### config.mk
export PLATFORM = sky130hd
export DESIGN_NAME = hazard_scoreboard_flat
export DESIGN_NICKNAME = d
export VERILOG_FILES = /design/src/rtl/hazard_scoreboard_if.sv /design/src/rtl/hazard_scoreboard.sv /design/src/flat_wrapper.sv
export SDC_FILE = /design/constraint.sdc
export NUM_CORES = 1
export LEC_CHECK = 0
export BUFFER_PORTS_ARGS = -buffer_cell sky130_fd_sc_hd__buf_2
export CAP_MARGIN = 20
export CORE_AREA = 2 2 71 73
export CTS_BUF_LIST = sky130_fd_sc_hd__clkbuf_2 sky130_fd_sc_hd__clkbuf_4 sky130_fd_sc_hd__clkbuf_8
export DETAILED_ROUTE_END_ITERATION = 7
export DIE_AREA = 0 0 73 75
export PLACE_DENSITY_LB_ADDON = 0.05
export SETUP_SLACK_MARGIN = 0.5
export SLEW_MARGIN = 40
export SYNTH_ARGS = -nofsm -noshare
export SYNTH_HDL_FRONTEND = slang
export SYNTH_SLANG_ARGS = --single-unit
export TNS_END_PERCENT = 5
### constraint.sdc
create_clock -name clk -period 5.79 [get_ports clk]
set_clock_uncertainty 0.2 [all_clocks]
set_input_delay 0.579 -clock clk [delete_from_list [all_inputs] [get_ports clk]]
set_output_delay 0.579 -clock clk [all_outputs]
set_load 0.1 [all_outputs]
### src/rtl/hazard_scoreboard_if.sv
// Decode <-> hazard scoreboard bus: decode-stage operands in, forwarding selects and
// load-use stall/bubble controls out.
interface hazard_scoreboard_if;
  // dec_valid qualifies every dec_* field in the same cycle. There is no ready: the
  // scoreboard never back-pressures, and stall is the only hold it asks for.
  logic       dec_valid;
  logic [4:0] dec_rs1;
  logic [4:0] dec_rs2;
  logic       dec_rs2_used;
  logic [4:0] dec_rd;
  logic       dec_rf_wb;
  logic       dec_is_load;
  logic       flush;
  logic [3:0] raw_hazards;
  logic [1:0] raw_mem_wb_hazards;
  logic       we_valid;
  logic       stall;
  logic       bubble;

  modport master (
    output dec_valid, dec_rs1, dec_rs2, dec_rs2_used, dec_rd, dec_rf_wb, dec_is_load, flush,
    input  raw_hazards, raw_mem_wb_hazards, we_valid, stall, bubble
  );

  modport slave (
    input  dec_valid, dec_rs1, dec_rs2, dec_rs2_used, dec_rd, dec_rf_wb, dec_is_load, flush,
    output raw_hazards, raw_mem_wb_hazards, we_valid, stall, bubble
  );
endinterface

### src/rtl/hazard_scoreboard.sv
// RAW hazard scoreboard: tracks rd of the EX/MEM/WB slots and drives forwarding selects
// and load-use stall/bubble. Optional HAZARD_STATS_EN adds stall/flush counters.
module hazard_scoreboard #(
  parameter bit LOAD_IN_WB = 1'b1
) (
  input  logic               clk,
  input  logic               rst,
  hazard_scoreboard_if.slave hz
`ifdef HAZARD_STATS_EN
  ,
  output logic [31:0]        stall_cnt,
  output logic [31:0]        flush_cnt
`endif
);

  typedef struct packed {
    logic       v;
    logic [4:0] rd;
    logic       wb;
    logic       ld;
  } slot_t;

  slot_t ex_s, mem_s, wb_s;

  logic m_ex1, m_ex2, m_mem1, m_mem2, m_wb1, m_wb2;
  logic ld_hz, stall, bubble;

  function automatic logic slot_match(input slot_t s, input logic [4:0] r);
    return s.v & s.wb & (s.rd != 5'd0) & (r == s.rd);
  endfunction

  // Younger producers mask older ones, so MEM/WB matches are cleared by an EX match.
  always_comb begin
    m_ex1  = slot_match(ex_s, hz.dec_rs1) & hz.dec_valid;
    m_ex2  = slot_match(ex_s, hz.dec_rs2) & hz.dec_valid & hz.dec_rs2_used;
    m_mem1 = slot_match(mem_s, hz.dec_rs1) & hz.dec_valid & ~m_ex1;
    m_mem2 = slot_match(mem_s, hz.dec_rs2) & hz.dec_valid & hz.dec_rs2_used & ~m_ex2;
    m_wb1  = slot_match(wb_s, hz.dec_rs1) & hz.dec_valid & ~m_ex1 & ~m_mem1;
    m_wb2  = slot_match(wb_s, hz.dec_rs2) & hz.dec_valid & hz.dec_rs2_used & ~m_ex2 & ~m_mem2;
  end

  always_comb begin
    ld_hz  = ((m_ex1 | m_ex2) & ex_s.ld) |
             ((m_mem1 | m_mem2) & mem_s.ld & LOAD_IN_WB);
    stall  = ld_hz & ~hz.flush;
    bubble = ld_hz | hz.flush;
  end

  always_comb begin
    hz.raw_hazards = {m_ex1 & ~ex_s.ld,
                      m_ex2 & ~ex_s.ld,
                      m_mem1 & ~(mem_s.ld & LOAD_IN_WB),
                      m_mem2 & ~(mem_s.ld & LOAD_IN_WB)};
    hz.raw_mem_wb_hazards = {m_wb1 & wb_s.ld, m_wb2 & wb_s.ld};
    hz.we_valid = wb_s.v;
    hz.stall    = stall;
    hz.bubble   = bubble;
  end

  always_ff @(posedge clk or negedge rst) begin
    if (!rst) begin
      ex_s  <= '0;
      mem_s <= '0;
      wb_s  <= '0;
    end else begin
      wb_s  <= mem_s;
      mem_s <= ex_s;
      ex_s  <= bubble ? slot_t'('0)
                      : slot_t'({hz.dec_valid, hz.dec_rd, hz.dec_rf_wb, hz.dec_is_load});
    end
  end

`ifdef HAZARD_STATS_EN
  always_ff @(posedge clk or negedge rst) begin
    if (!rst) begin
      stall_cnt <= '0;
      flush_cnt <= '0;
    end else begin
      if (stall && (stall_cnt != '1)) stall_cnt <= stall_cnt + 32'd1;
      if (hz.flush && (flush_cnt != '1)) flush_cnt <= flush_cnt + 32'd1;
    end
  end
`endif

endmodule

### src/flat_wrapper.sv
// flat-port wrapper written by rule: the top's interface ports become plain ports
module hazard_scoreboard_flat 
#(
  parameter bit LOAD_IN_WB = 1'b1
)
  (clk, rst, hz_dec_valid, hz_dec_rs1, hz_dec_rs2, hz_dec_rs2_used, hz_dec_rd, hz_dec_rf_wb, hz_dec_is_load, hz_flush, hz_raw_hazards, hz_raw_mem_wb_hazards, hz_we_valid, hz_stall, hz_bubble);
  hazard_scoreboard_if hz_i ();
  input  logic clk;
  input  logic rst;
  input wire logic [$bits(hz_i.dec_valid)-1:0] hz_dec_valid;
  input wire logic [$bits(hz_i.dec_rs1)-1:0] hz_dec_rs1;
  input wire logic [$bits(hz_i.dec_rs2)-1:0] hz_dec_rs2;
  input wire logic [$bits(hz_i.dec_rs2_used)-1:0] hz_dec_rs2_used;
  input wire logic [$bits(hz_i.dec_rd)-1:0] hz_dec_rd;
  input wire logic [$bits(hz_i.dec_rf_wb)-1:0] hz_dec_rf_wb;
  input wire logic [$bits(hz_i.dec_is_load)-1:0] hz_dec_is_load;
  input wire logic [$bits(hz_i.flush)-1:0] hz_flush;
  output wire logic [$bits(hz_i.raw_hazards)-1:0] hz_raw_hazards;
  output wire logic [$bits(hz_i.raw_mem_wb_hazards)-1:0] hz_raw_mem_wb_hazards;
  output wire logic [$bits(hz_i.we_valid)-1:0] hz_we_valid;
  output wire logic [$bits(hz_i.stall)-1:0] hz_stall;
  output wire logic [$bits(hz_i.bubble)-1:0] hz_bubble;
  assign hz_i.dec_valid = hz_dec_valid;
  assign hz_i.dec_rs1 = hz_dec_rs1;
  assign hz_i.dec_rs2 = hz_dec_rs2;
  assign hz_i.dec_rs2_used = hz_dec_rs2_used;
  assign hz_i.dec_rd = hz_dec_rd;
  assign hz_i.dec_rf_wb = hz_dec_rf_wb;
  assign hz_i.dec_is_load = hz_dec_is_load;
  assign hz_i.flush = hz_flush;
  assign hz_raw_hazards = hz_i.raw_hazards;
  assign hz_raw_mem_wb_hazards = hz_i.raw_mem_wb_hazards;
  assign hz_we_valid = hz_i.we_valid;
  assign hz_stall = hz_i.stall;
  assign hz_bubble = hz_i.bubble;
  hazard_scoreboard #(.LOAD_IN_WB(LOAD_IN_WB)) u_core (.clk(clk), .rst(rst), .hz(hz_i));
endmodule
==> results.json <==
{
  "initial_core_util_pct": 24.54,
  "power.switching_mw": 0.08541,
  "vias": 828,
  "dpl.hpwl_mm": 2.216,
  "maxCapViolations": 0,
  "fillers": 478,
  "avgRoutedWirePerCell_um": 14.56,
  "cellPowerDensity_mw_per_mm2": 234.1,
  "drt_iter0_markers": 16,
  "cts.sinks": 24,
  "ios": 31,
  "antenna_found_initial": 0,
  "core.rowCount": 25,
  "synth_nets": 119,
  "grt_max_degree": 25,
  "root_buffer": "clkbuf_8",
  "setup_violations": 0,
  "die_x_um": 73,
  "drt_wl_total_mm": 2.679,
  "finish.net_count": 154,
  "die_h_um": 75,
  "rr_startpoint": "u_core.ex_s[5]",
  "ctsHtreeMaxLevel": 1,
  "grt_use_met2_pct": 18.32,
  "ff2ff_path_depth": 6,
  "tightest_slew_ps": 539.0,
  "power_mw": 0.3283,
  "p_int_mw": 0.2429,
  "grt_pass1_wl_mm": 4.271,
  "ctsResizeCount": 0,
  "clk_pin_slew_ps": 80,
  "cts_hold_buffers": 0,
  "ys_seq_elements": 24,
  "drc_errors": 0,
  "insertion_delay_ps": 260,
  "critical_path.max_fanout": 9,
  "post-route-util_pct": 30.09,
  "hold_path.class": "input pin to async pin",
  "use_met3_pct": 2.008,
  "cts_tree": "built",
  "core_mm2": 0.004661,
  "pwr-share-comb_pct": 14.1,
  "drive_gt1_share_pct": 28.46,
  "cp.arrival_ps": 2590,
  "synthCells": 97,
  "design.die.area_mm2": 0.005475,
  "outcome": "finished clean",
  "port_buffers": 30,
  "avgViaCountPerCell": 4.500,
  "drt_first_pass_iters": 2,
  "start_kind": "register",
  "critPathKind": "register to output pin",
  "p_seq_share_pct": 56.6,
  "rsz0062_at_grt": "false",
  "required_ps": 5010,
  "p_sw_share_pct": 26.02,
  "regToRegEndpoint": "u_core.ex_s[6]",
  "syn-cell-area_mm2": 0.001144,
  "syn_avg_cell_area_um2": 11.79,
  "timing.final.crit_share_pct": 58.13,
  "synthDistinctLibCells": 24,
  "grt_use_met1_pct": 13.02,
  "grt-ovfl-total": 0,
  "n_antenna_cell": 0,
  "p_leak_nw": 0.6518,
  "cts_setup_buffers": 0,
  "cts_max_path_buffers": 2,
  "mostFrequentLayoutCells": "buf_2, dfrtp_1, xor2_1, xnor2_1, and2_1",
  "slew_viol_final": 0,
  "final_common_cell": "buf_2",
  "pwr-share-clk_pct": 29.2,
  "ff2ff_setup_slack_ps": 3380,
  "tns_ps": 0,
  "maxSlewHeadroom_pct": 64.07,
  "syn_to_final_growth_pct": 22.65,
  "hold_violations": 0,
  "route.antenna.remaining_nets": 0,
  "seq_area_frac_synth_pct": 52.52,
  "end_kind": "output pin",
  "grt_use_total_pct": 10.68,
  "min_period_ps": 3366,
  "place_congestion": 0.7594,
  "max_clock_freq_mhz": 297.1,
  "cts_buffers": 3,
  "synth_warnings": 0,
  "vdd_drop_max_v": 0.00006394,
  "grt.busiest_layer": "met2",
  "first_global_vias": 862
}
cells in the mapped netlist:
library cell,number,area (µm²)
inv_1,2,7.510
nor4_1,5,31.28
nand3_1,3,15.01
nor4b_1,1,8.760
a211oi_2,1,12.51
nor2_2,1,6.260
or4_1,2,15.01
a21oi_1,1,5.000
and3_1,1,6.260
o21a_1,1,7.510
dfrtp_1,24,600.6
o311a_1,1,10.01
and2_1,8,50.05
nor2_1,1,3.750
nor3_1,2,10.01
o22ai_1,1,6.260
nor4_2,2,25.02
xor2_1,16,140.1
nand2_1,2,7.510
xnor2_1,14,122.6
nor2b_1,2,12.51
nand4_1,4,25.02
or3_1,1,6.260
o2111ai_1,1,8.760
metal layers:
| metal | wire, µm | vias to the layer above |
|---|---|---|
| met1 | 1209 | 403 |
| met5 | 0 | - |
| met2 | 1336 | 16 |
| met4 | 37 | 0 |
| met3 | 95 | 4 |
| li1 | - | 405 |
how the worst max path moves through the flow:
stage | to | startpoint
finish | hz_bubble | u_core.ex_s[5]
global route | hz_bubble | u_core.ex_s[5]
CTS | hz_bubble | u_core.ex_s[5]
detailed placement | hz_bubble | hz_dec_rs1[2]
global placement | hz_bubble | hz_dec_rs1[0]
floorplan | hz_raw_mem_wb_hazards[1] | u_core.hz.we_valid
critical path, cell delays in order (launching register included):
cell and delay (ps):
dfrtp_1 450, xnor2_1 180, nand4_1 130, nor4_2 470
o22ai_1 220, a211oi_2 490, inv_1 70, buf_2 300
flip-flops by register name (all words and copies together) (netlist names):
name and flops:
u_core.ex_s 8, u_core.mem_s 8, u_core.wb_s 7, u_core.hz.we_valid 1
cell type report:
| type | instances | area (µm²) | area share [%] |
|---|---|---|---|
| clock buffers | 3 | 41.29 | 2.944 |
| flip-flops and latches | 24 | 600.6 | 42.82 |
| well taps | 54 | 67.56 | 4.817 |
| inverters | 2 | 7.507 | 0.5352 |
| repair buffers | 30 | 150.1 | 10.70 |
| multi-input cells | 71 | 535.5 | 38.18 |
power groups by stage:
stage	logic, mW	registers [mW]	clock network (mW)
after floorplan	0.0254	0.189	0
after detailed placement	0.0474	0.189	0
final	0.0464	0.186	0.0960
after global routing	0.0514	0.187	0.108
after CTS	0.0476	0.186	0.0996
after global placement	0.0476	0.190	0
metrics by stage:
step           hold slack [ps]  setup slack, ps  cells  cell area, µm²
6_report                 92.64             2424    184            1403
5_1_grt                  122.6             2113    184            1403
4_1_cts                  107.8             2376    184            1403
3_5_place_dp             168.2             2426    181            1361
3_3_place_gp             163.6             2459    181            1361
2_1_floorplan            83.41            669.3     97            1144
cells by family after synthesis:
family / Yosys count / synth area share [%]
AO/OA/AOI/OAI: 6 / 4.377
XOR/XNOR: 30 / 22.98
buffers and inverters: 2 / 0.6567
flip-flops: 24 / 52.52
AND/OR/NAND/NOR: 35 / 19.47
No activity file was read; power rests on OpenSTA's default activity.
